### src/rtl/disp_pkg.sv
// Shared definitions for the display mode controller: mode encoding and
// packed-nibble digit layout ([3:0] = digit 1 ... [31:28] = digit 8).
package disp_pkg;

    localparam int unsigned DIGIT_W    = 4;
    localparam int unsigned NUM_DIGITS = 8;

    typedef logic [NUM_DIGITS*DIGIT_W-1:0] digits_t;
    typedef logic [NUM_DIGITS-1:0]         digit_vec_t;

    typedef enum logic [1:0] {
        MODE_TIME  = 2'd0,
        MODE_ALARM = 2'd1,
        MODE_TIMER = 2'd2,
        MODE_RING  = 2'd3
    } mode_e;

endpackage

### src/rtl/disp_mode_ctrl_if.sv
// Control and digit buses between the display mode controller and its
// surrounding logic (master = stimulus side, slave = controller side).
interface disp_mode_ctrl_if;
    import disp_pkg::*;

    logic       mode_btn;
    logic       edit_active;
    logic [1:0] edit_field;
    logic       alarm_ring;
    digits_t    time_digits;
    digits_t    alarm_digits;
    digits_t    timer_digits;
    digits_t    digits;
    digit_vec_t point;
    digit_vec_t digit_mask;
    logic [1:0] mode;
    logic       ring_ack;

    modport master (
        output mode_btn, edit_active, edit_field, alarm_ring,
               time_digits, alarm_digits, timer_digits,
        input  digits, point, digit_mask, mode, ring_ack
    );

    modport slave (
        input  mode_btn, edit_active, edit_field, alarm_ring,
               time_digits, alarm_digits, timer_digits,
        output digits, point, digit_mask, mode, ring_ack
    );

endinterface

### src/rtl/disp_blink_timer.sv
// Blink half-period timer: counts tick_ms pulses and toggles the phase
// every BLINK_MS ticks; restart forces count 0 and phase ON.
module disp_blink_timer #(
    parameter int unsigned BLINK_MS = 500
) (
    input  logic clk,
    input  logic reset_n,
    input  logic tick_ms,
    input  logic restart,
    output logic phase_next
);

    localparam int unsigned CW = (BLINK_MS > 1) ? $clog2(BLINK_MS) : 1;

    logic [CW-1:0] cnt_q, cnt_d;
    logic          phase_q;

    always_comb begin
        cnt_d      = cnt_q;
        phase_next = phase_q;
        if (restart) begin
            cnt_d      = '0;
            phase_next = 1'b1;
        end else if (tick_ms) begin
            if (cnt_q == CW'(BLINK_MS - 1)) begin
                cnt_d      = '0;
                phase_next = ~phase_q;
            end else begin
                cnt_d = cnt_q + CW'(1);
            end
        end
    end

    always_ff @(posedge clk or negedge reset_n) begin
        if (!reset_n) begin
            cnt_q   <= '0;
            phase_q <= 1'b1;
        end else begin
            cnt_q   <= cnt_d;
            phase_q <= phase_next;
        end
    end

endmodule

### src/rtl/disp_mode_ctrl.sv
// Display mode scheduler: source select, edit blink, ring flash, inactivity
// timeout. Optional macro DISP_SECONDS_DP_EN adds the TIME-mode colon points.
module disp_mode_ctrl
    import disp_pkg::*;
#(
    parameter int unsigned BLINK_MS   = 500,
    parameter int unsigned TIMEOUT_MS = 10000
) (
    input  logic clk,
    input  logic reset_n,
    input  logic tick_ms,
    disp_mode_ctrl_if.slave bus
);

    localparam int unsigned TW = (TIMEOUT_MS > 1) ? $clog2(TIMEOUT_MS) : 1;

    mode_e      state_q, state_d;
    logic [TW-1:0] to_cnt_q, to_cnt_d;
    logic       in_setting, timeout, restart, phase_d;
    logic       edit_active_q;
    logic [1:0] edit_field_q;
    digits_t    digits_q, digits_d;
    digit_vec_t point_q, point_d, mask_q, mask_d;
    logic       ack_q, ack_d;

    disp_blink_timer #(.BLINK_MS(BLINK_MS)) u_blink (
        .clk        (clk),
        .reset_n    (reset_n),
        .tick_ms    (tick_ms),
        .restart    (restart),
        .phase_next (phase_d)
    );

    always_comb begin
        in_setting = (state_q == MODE_ALARM) || (state_q == MODE_TIMER);
        timeout    = in_setting && tick_ms && !bus.edit_active &&
                     (to_cnt_q == TW'(TIMEOUT_MS - 1));

        state_d = state_q;
        if (bus.alarm_ring) begin
            state_d = MODE_RING;
        end else begin
            case (state_q)
                MODE_TIME:  if (bus.mode_btn) state_d = MODE_ALARM;
                MODE_ALARM: if (bus.mode_btn) state_d = MODE_TIMER;
                            else if (timeout) state_d = MODE_TIME;
                MODE_TIMER: if (bus.mode_btn || timeout) state_d = MODE_TIME;
                default:    state_d = MODE_TIME;
            endcase
        end

        restart = (bus.edit_active && !edit_active_q) ||
                  (bus.edit_field != edit_field_q) ||
                  (state_d != state_q);

        to_cnt_d = to_cnt_q;
        if (!in_setting || bus.mode_btn || bus.edit_active || (state_d != state_q))
            to_cnt_d = '0;
        else if (tick_ms)
            to_cnt_d = to_cnt_q + TW'(1);

        ack_d = (state_q == MODE_RING) && bus.mode_btn;

        case (state_d)
            MODE_ALARM: digits_d = bus.alarm_digits;
            MODE_TIMER: digits_d = bus.timer_digits;
            default:    digits_d = bus.time_digits;
        endcase

        // Masks and points follow the next state/phase so they stay aligned with mode.
        mask_d  = '1;
        point_d = '0;
        if (state_d == MODE_RING) begin
            mask_d  = {NUM_DIGITS{phase_d}};
            point_d = {NUM_DIGITS{phase_d}};
        end else begin
            if (bus.edit_active && !phase_d) begin
                mask_d[{bus.edit_field, 1'b0}] = 1'b0;
                mask_d[{bus.edit_field, 1'b1}] = 1'b0;
            end
`ifdef DISP_SECONDS_DP_EN
            if (state_d == MODE_TIME) begin
                point_d[2] = phase_d;
                point_d[4] = phase_d;
            end
`endif
        end
    end

    always_ff @(posedge clk or negedge reset_n) begin
        if (!reset_n) begin
            state_q       <= MODE_TIME;
            to_cnt_q      <= '0;
            edit_active_q <= 1'b0;
            edit_field_q  <= '0;
            digits_q      <= '0;
            point_q       <= '0;
            mask_q        <= '1;
            ack_q         <= 1'b0;
        end else begin
            state_q       <= state_d;
            to_cnt_q      <= to_cnt_d;
            edit_active_q <= bus.edit_active;
            edit_field_q  <= bus.edit_field;
            digits_q      <= digits_d;
            point_q       <= point_d;
            mask_q        <= mask_d;
            ack_q         <= ack_d;
        end
    end

    assign bus.mode       = state_q;
    assign bus.digits     = digits_q;
    assign bus.point      = point_q;
    assign bus.digit_mask = mask_q;
    assign bus.ring_ack   = ack_q;

endmodule

### src/flat_wrapper.sv
// flat-port wrapper written by rule: the top's interface ports become plain ports
module disp_mode_ctrl_flat import disp_pkg::*;
#(
    parameter int unsigned BLINK_MS   = 500,
    parameter int unsigned TIMEOUT_MS = 10000
)
  (clk, reset_n, tick_ms, bus_mode_btn, bus_edit_active, bus_edit_field, bus_alarm_ring, bus_time_digits, bus_alarm_digits, bus_timer_digits, bus_digits, bus_point, bus_digit_mask, bus_mode, bus_ring_ack);
  disp_mode_ctrl_if bus_i ();
  input  logic clk;
  input  logic reset_n;
  input  logic tick_ms;
  input wire logic [$bits(bus_i.mode_btn)-1:0] bus_mode_btn;
  input wire logic [$bits(bus_i.edit_active)-1:0] bus_edit_active;
  input wire logic [$bits(bus_i.edit_field)-1:0] bus_edit_field;
  input wire logic [$bits(bus_i.alarm_ring)-1:0] bus_alarm_ring;
  input wire logic [$bits(bus_i.time_digits)-1:0] bus_time_digits;
  input wire logic [$bits(bus_i.alarm_digits)-1:0] bus_alarm_digits;
  input wire logic [$bits(bus_i.timer_digits)-1:0] bus_timer_digits;
  output wire logic [$bits(bus_i.digits)-1:0] bus_digits;
  output wire logic [$bits(bus_i.point)-1:0] bus_point;
  output wire logic [$bits(bus_i.digit_mask)-1:0] bus_digit_mask;
  output wire logic [$bits(bus_i.mode)-1:0] bus_mode;
  output wire logic [$bits(bus_i.ring_ack)-1:0] bus_ring_ack;
  assign bus_i.mode_btn = bus_mode_btn;
  assign bus_i.edit_active = bus_edit_active;
  assign bus_i.edit_field = bus_edit_field;
  assign bus_i.alarm_ring = bus_alarm_ring;
  assign bus_i.time_digits = bus_time_digits;
  assign bus_i.alarm_digits = bus_alarm_digits;
  assign bus_i.timer_digits = bus_timer_digits;
  assign bus_digits = bus_i.digits;
  assign bus_point = bus_i.point;
  assign bus_digit_mask = bus_i.digit_mask;
  assign bus_mode = bus_i.mode;
  assign bus_ring_ack = bus_i.ring_ack;
  disp_mode_ctrl #(.BLINK_MS(BLINK_MS), .TIMEOUT_MS(TIMEOUT_MS)) u_core (.clk(clk), .reset_n(reset_n), .tick_ms(tick_ms), .bus(bus_i));
endmodule
### config.mk
export PLATFORM = sky130hd
export DESIGN_NAME = disp_mode_ctrl_flat
export DESIGN_NICKNAME = d
export VERILOG_FILES = /design/src/rtl/disp_pkg.sv /design/src/rtl/disp_mode_ctrl_if.sv /design/src/rtl/disp_blink_timer.sv /design/src/rtl/disp_mode_ctrl.sv /design/src/flat_wrapper.sv
export SDC_FILE = /design/constraint.sdc
export NUM_CORES = 1
export LEC_CHECK = 0
export BUFFER_PORTS_ARGS = -buffer_cell sky130_fd_sc_hd__buf_2
export CORE_UTILIZATION = 43
export CTS_BUF_LIST = sky130_fd_sc_hd__clkbuf_8 sky130_fd_sc_hd__clkbuf_16
export CTS_CLUSTER_DIAMETER = 200
export DETAILED_ROUTE_END_ITERATION = 16
export PLACE_DENSITY = 0.77
export SLEW_MARGIN = 20
export SYNTH_ARGS = -nofsm -noshare
export SYNTH_HDL_FRONTEND = slang
export SYNTH_SLANG_ARGS = --single-unit
### constraint.sdc
create_clock -name clk -period 2.3 [get_ports clk]
set_clock_uncertainty 0.05 [all_clocks]
set_input_delay 0.23 -clock clk [delete_from_list [all_inputs] [get_ports clk]]
set_output_delay 0.23 -clock clk [all_outputs]
set_load 0.05 [all_outputs]
# Word-level counts from Yosys, hierarchy flattened
# Cells that the tools add are included.
[totals]
regBits = 78
output_inout_bits = 51
input_bits = 104
elab_cells = 74
[op_classes]
eq_ne = 10
order_cmp = 4
n_reduce_logical = 22
bitwise_logic = 4
n_addsub = 2
mux = 22
[op_table]
columns = ["cell", "count"]
rows = [
  ["one-hot mux 32 bit (2 select lines)", 1],
  ["two-way mux 14 bit", 2],
  ["two-way mux 9 bit", 3],
  ["two-way mux 8 bit", 3],
  ["adder 14 x 1 -> 14 bit (second input constant)", 1],
  ["== test 14 bit (second input constant)", 1],
  ["two-way mux 2 bit", 5],
  ["adder 9 x 1 -> 9 bit (second input constant)", 1],
  ["== test 9 bit (second input constant)", 1],
  ["bitwise AND 8 bit", 1],
  ["== test 2 bit (second input constant)", 4],
  ["logical AND 1 bit", 8],
  ["< comparator 3 x 4 -> 1 bit (second input constant)", 2],
  ["inverter 7 -> 8 bit", 1],
  ["inverter 8 bit", 1],
  ["logical OR 1 bit", 7],
  ["greater-or-equal comparator 3 x 1 -> 1 bit (second input constant)", 2],
  ["one-hot mux 2 bit (3 select lines)", 1],
  ["two-way mux 1 bit", 5],
  ["demux 1 bit (select 2 bit)", 2],
  ["== test 2 x 1 -> 1 bit (second input constant)", 2],
  ["zero test 1 bit", 4],
  ["!= test 2 bit", 2],
  ["nonzero test 2 bit", 2],
  ["other kinds (2)", 2],
]

# Longest topological paths before layout
[depth]
depth_word = 16
ltp_mapped = 12
ltp_nobuf = 10

# By module
# A second synthesis with hierarchy kept.
[unflattened]
cells_unflattened = 342
hier_area_um2 = 3439.5
[modules_own_cells]
columns = ["mod", "n_inst", "seq_area_each_um2", "cells_per_inst", "area_per_inst_um2"]
rows = [
  ["disp_mode_ctrl", 1, 1431.4, 287, 2904.0],
  ["disp_blink_timer", 1, 251.5, 55, 535.5],
]

# Worst setup path after synthesis
# Ideal clock, no wire load.
[synth_timing]
path_kind = "register to register"
from = "register u_core.state_q[1] (netlist: u_core.bus.mode[1])"
to = "register u_core.digits_q[10] (netlist: u_core.bus.digits[10])"
path_stages_with_launch = 13
n_path_buf = 2
t_arrival_ns = 2.784
t_required_ns = 2.167
setup_time_ns = 0.083
synth_period_minus_slack_ns = 2.917
path_slack_ns = -0.617
cell_sequence = "dfrtp_1 > inv_1 > ha_1 > nor4_4 > nand3_1 > nor3_1 > o21bai_1 > a21o_1 > ha_1 > clkbuf_1 > clkbuf_1 > nand2_1 > o21ai_0"
[synth_via]
elab_chain_cells = 11
word_cells_on_any_way = 17
cone_classes = "eq/ne: 4; mux: 7; reduce/logical: 6"
[synth_lines]
columns = ["item", "line_no", "text"]
rows = [
  ["from (decl)", "disp_mode_ctrl.sv:17", "mode_e state_q, state_d;"],
  ["from (signal assigned)", "disp_mode_ctrl.sv:101", "state_q <= state_d;"],
  ["== test 2 x 1 -> 1 bit / == test 2 bit (equally long branches)", "disp_mode_ctrl.sv:35, disp_mode_ctrl.sv:43", ""],
  ["logical OR 1 bit", "disp_mode_ctrl.sv:35", "in_setting = (state_q == MODE_ALARM) || (state_q == MODE_TIMER);"],
  ["logical AND 1 bit (3 in a row)", "disp_mode_ctrl.sv:36", "timeout = in_setting && tick_ms && !bus.edit_active &&"],
  ["two-way mux 2 bit / logical OR 1 bit (equally long branches)", "disp_mode_ctrl.sv:46, disp_mode_ctrl.sv:47", ""],
  ["two-way mux 2 bit (on tied branches)", "disp_mode_ctrl.sv:45, disp_mode_ctrl.sv:47", ""],
  ["one-hot mux 2 bit (3 select lines) (*)", "disp_mode_ctrl.sv:43", "case (state_q)"],
  ["two-way mux 2 bit (*)", "disp_mode_ctrl.sv:40", "if (bus.alarm_ring) begin"],
  ["net u_core.state_d[1]", "disp_mode_ctrl.sv:17", ""],
  ["== test 2 bit / == test 2 x 1 -> 1 bit (equally long branches)", "disp_mode_ctrl.sv:64", "case (state_d)"],
  ["one-hot mux 32 bit (2 select lines) (*)", "disp_mode_ctrl.sv:64", ""],
  ["net u_core.digits_d[10]", "disp_mode_ctrl.sv:22", "digits_t digits_q, digits_d;"],
  ["to (signal assigned)", "disp_mode_ctrl.sv:105", "digits_q <= digits_d;"],
  ["to (decl)", "disp_mode_ctrl.sv:22", ""],
]
# The timed path passes the listed nets; every way through them passes the cells marked *.
# A chain may end at the register's enable or synchronous reset.

# Worst setup path after layout
[layout_timing]
from = "register u_core.state_q[0] (netlist: u_core.bus.mode[0])"
to = "register u_core.digits_q[3] (netlist: u_core.bus.digits[3])"
# Same word-level chain as after synthesis.

==> metrics.log <==
INFO  metric worst_path_most_repeated_cell = sky130_fd_sc_hd__ha_4
INFO  metric adder_and_majority_cell_fraction_of_the_synthesized_area = 3.689%
INFO  metric internal_power = 2312 µW
INFO  metric power.combinational.fraction = 39.8%
INFO  metric preCtsSetupSlack = -165.1 ps
INFO  metric fp.coreArea = 7687 µm²
INFO  metric grt_start_max_net_pins = 41
INFO  metric route.final.wire_length = 10280 µm
INFO  metric failed_checks = negative setup slack
INFO  metric worst_ep_required_time = 2470 ps
INFO  metric mostFrequentLayoutCells = sky130_fd_sc_hd__buf_2 (154), sky130_fd_sc_hd__dfrtp_1 (60), sky130_fd_sc_hd__a22oi_1 (33), sky130_fd_sc_hd__nand2_1 (28), sky130_fd_sc_hd__o21ai_1 (26)
INFO  metric globalRoute.busiestLayer = met2
INFO  metric finalHoldViolCount = 0
INFO  metric use_met2 = 38.45%
INFO  metric globalRouteOverflowTotal = 0
INFO  metric tightestPinTransition = 650.0 ps
INFO  metric grt_pass1_wl = 14550 µm
INFO  metric synth_edf_count = 0
INFO  metric drive_gt1_share = 48.23%
INFO  metric rsz0062_at_grt = yes
INFO  metric detail_route.vias_per_cell = 5.428
INFO  metric h-tree-depth = 3
INFO  metric synthSimpleGateAreaFrac = 18.00%
INFO  metric synth.mux.area_fraction = 0.5902%
INFO  metric worst_setup_path_end_kind = flip-flop
INFO  metric timing.critical_path.slowest_cell_delay = 430 ps
INFO  metric power.share.clock = 25.2%
INFO  metric slew_viol_final = 0
INFO  metric post_syn_instances = 335
INFO  metric timing.critical_path.buf_inv = 3
INFO  metric detail_route.drc_violations = 0
INFO  metric net-switching-power = 1522 µW
INFO  metric final.min_clock_period = 2316 ps
INFO  metric synth.distinct_cells = 40
INFO  metric yosysTopAreaCell = sky130_fd_sc_hd__dfrtp_1
INFO  metric dieHeight = 90.82 µm
INFO  metric detail_route.wl_per_cell = 16.86 µm
INFO  metric yosysWarnings = 0
INFO  metric slowest_stage = sky130_fd_sc_hd__dfrtp_2
INFO  metric final.setup.tns = -15.69 ps
INFO  metric setup_viol = 1
INFO  metric fin_crit_sh = 100.7%
INFO  metric placement.io_buffers = 154
INFO  metric syn_area_per_cell = 10.13 µm²
INFO  metric count_of_routing_violations_after_the_opening_detailed_route_iteration = 152
INFO  metric die-area = 8247 µm²
INFO  metric clock_sinks = 67
INFO  metric crit_family = compound AO/OA/AOI/OAI gates
INFO  metric power.ir.vdd_worst = 0.4732 mV
INFO  metric max_freq = 0.4318 GHz
INFO  metric clk_path_buf_depth = 2
INFO  metric floorplan.initialDensity = 44.12%
INFO  metric postRouteAntennaNets = 0
INFO  metric grtUsageMet3 = 6.650%
INFO  metric clockRootBuffer = sky130_fd_sc_hd__clkbuf_8
INFO  metric number_of_global_route_vias_before_repair = 3063
INFO  metric synth.area.top_cells = sky130_fd_sc_hd__dfrtp_1 (46%), sky130_fd_sc_hd__a22oi_1 (7.3%), sky130_fd_sc_hd__o21ai_0 (5.0%), sky130_fd_sc_hd__nand2_1 (4.3%), sky130_fd_sc_hd__dfstp_2 (3.9%)
INFO  metric worst_skew_pair.late_latency = 340 ps
INFO  metric timing.setup.critical_path_class = flip-flop to flip-flop
INFO  metric std_cell_rows = 32
INFO  metric startpoint_class = flip-flop
INFO  metric max-cap-violations = 0
INFO  metric clk_pin_slew = 70 ps
INFO  metric cts-buffers-inserted = 9
INFO  metric p_sw_share = 39.69%
INFO  metric post_synth_xor_area_fraction = 5.939%
INFO  metric outcome = complete, but fails checks
INFO  metric tritoncts = built
INFO  metric min-delay-path-class = input port to flip-flop
INFO  metric global_route.usage.total = 22.50%
INFO  metric synth_compound_area_share = 15.97%
INFO  metric yosys_most_used_dff = sky130_fd_sc_hd__dfrtp_1
INFO  metric power.share.sequential = 35.0%
INFO  metric slew_headroom = 56.67%
INFO  metric dpl.hpwl = 6578 µm
INFO  metric synth-async-reset-ratio = 100.0%
INFO  metric powerDensity = 779.7 nW/µm²
INFO  metric synth.cell_area = 3392 µm²
INFO  metric antenna_violations_before_repair = 0
INFO  metric arrival_time_at_the_worst_endpoint = 2480 ps
INFO  metric top_level_ports = 155
INFO  metric final_net_count = 618
INFO  metric timing.final.ws_setup = -15.69 ps
INFO  metric dr.pass1.iters = 4
INFO  metric rd_place_congestion = 0.8902
INFO  metric worstPathCellList = inv_2, ha_4, and2b_2, nand3_2, nor3_2, o21bai_1, a21o_1, ha_4, buf_8, clkbuf_16, nand2_2, o21ai_1
INFO  metric yosysSeqAreaShare = 49.61%
INFO  metric timing.critical_path.fanout_max = 6
INFO  metric combinational_family_with_the_most_area_after_synthesis = simple AND/OR/NAND/NOR gates
INFO  metric area.growth.synth_to_final = 44.97%
INFO  metric antennaDiodeCount = 0
INFO  metric synth_nets = 449
INFO  metric dr_vias = 3311
INFO  metric use_met1 = 25.79%
INFO  metric static-leakage-power = 0.002301 µW
INFO  metric layout.cells.most_common = sky130_fd_sc_hd__buf_2
INFO  metric yosysTopAreaCellShare = 45.74%
INFO  metric fp.dieW = 90.82 µm
INFO  metric ys_seq_elements = 67
## sequential cells by signal, indices dropped and copies added (netlist names), 2 cells and up
register	count
u_core.bus.digits	32
u_core.edit_field_q	2
u_core.to_cnt_q	14
u_core.bus.mode	2
u_core.bus.digit_mask	4
u_core.u_blink.cnt_q	9
## path summary, 6_finish.rpt
check	from	end	slack [ps]	depth (start not counted)
setup / recovery	u_core.bus.mode[0]	u_core.bus.digits[3]	-20	12
hold / removal	bus_edit_field[0]	u_core.edit_field_q[0]	20	1
setup reg to reg	u_core.bus.mode[0]	u_core.bus.digits[3]	-20	12
hold reg to reg	u_core.to_cnt_q[0]	u_core.to_cnt_q[0]	540	2
max in group asynchronous	reset_n	u_core.bus.digit_mask[3]	1080	3
min in group asynchronous	reset_n	u_core.to_cnt_q[13]	410	2
## repair_timing
item,4_1_cts,5_1_grt
hold buffers,2,0
endpoints found under the setup margin,33,36
pin swaps,0,7
setup buffers,0,9
cloned,0,9
gates resized for setup,6,31
endpoints found under the hold margin,28,0
## metrics by stage
| step | total power (µW) | instance area (µm²) | hold slack, ps | utilization (%) | instances |
|---|---|---|---|---|---|
| 2_1_floorplan | 2288 | 3480 | -115.6 | - | 335 |
| 3_3_place_gp | 2590 | 4300 | 239.5 | 55.94 | 575 |
| 3_5_place_dp | 2613 | 4300 | 242.5 | 55.94 | 575 |
| 4_1_cts | 3599 | 4554 | 6.986 | 59.24 | 592 |
| 5_1_grt | 3993 | 4917 | 0.3859 | 63.96 | 610 |
| 6_report | 3834 | 4917 | 17.68 | 63.96 | 610 |
## cell type report
type	instances	area (µm²)
fill	639	2770
sequential	67	1685
multi-input combinational	229	1663
timing repair buffer	189	1219
tap	102	127.6
clock buffer	9	123.9
clock inverter	6	66.31
inverter	8	32.53
## worst reg2reg max path: stages (launching register included)
cell and delay (ps):
sky130_fd_sc_hd__dfrtp_2 430, sky130_fd_sc_hd__inv_2 80, sky130_fd_sc_hd__ha_4 190, sky130_fd_sc_hd__and2b_2 210, sky130_fd_sc_hd__nand3_2 90, sky130_fd_sc_hd__nor3_2 40
sky130_fd_sc_hd__o21bai_1 170, sky130_fd_sc_hd__a21o_1 260, sky130_fd_sc_hd__ha_4 250, sky130_fd_sc_hd__buf_8 140, sky130_fd_sc_hd__clkbuf_16 160, sky130_fd_sc_hd__nand2_2 60
sky130_fd_sc_hd__o21ai_1 70
## power groups by stage
stage          logic [µW]  clock network (µW)  registers, µW
5_1_grt              1610                1030           1350
4_1_cts              1270                 986           1340
3_3_place_gp         1230                   0           1360
6_report             1520                 968           1340
3_5_place_dp         1250                   0           1360
2_1_floorplan         483                   0           1810
## Yosys cell counts (all sizes together) (3+ instances only)
library cell  number
dfrtp             62
and4               4
nor3               6
a22oi             33
ha                10
o21bai             3
xnor2             11
xor2              12
nand2             39
a21oi              3
dfstp              5
or3                4
nand3              8
buf               17
a31oi              4
clkbuf            14
o21ai             34
nor4              21
or4                5
and3               6
nor2               5
nand4              4
inv                8
## cell families after synthesis
| family | count (synthesis) |
|---|---|
| simple gates | 110 |
| compound gates | 84 |
| flops | 67 |
| buf+inv | 39 |
| xor+xnor | 23 |
| fa+ha+maj | 10 |
| mux | 2 |
## metal layers
metal  vias up  share of wire [%]
li1       1545                  -
met1      1613                 37
met2       130                 53
met3        23                7.4
met4         0                2.5
met5         -                  0
No activity file was read; power rests on OpenSTA's default activity.
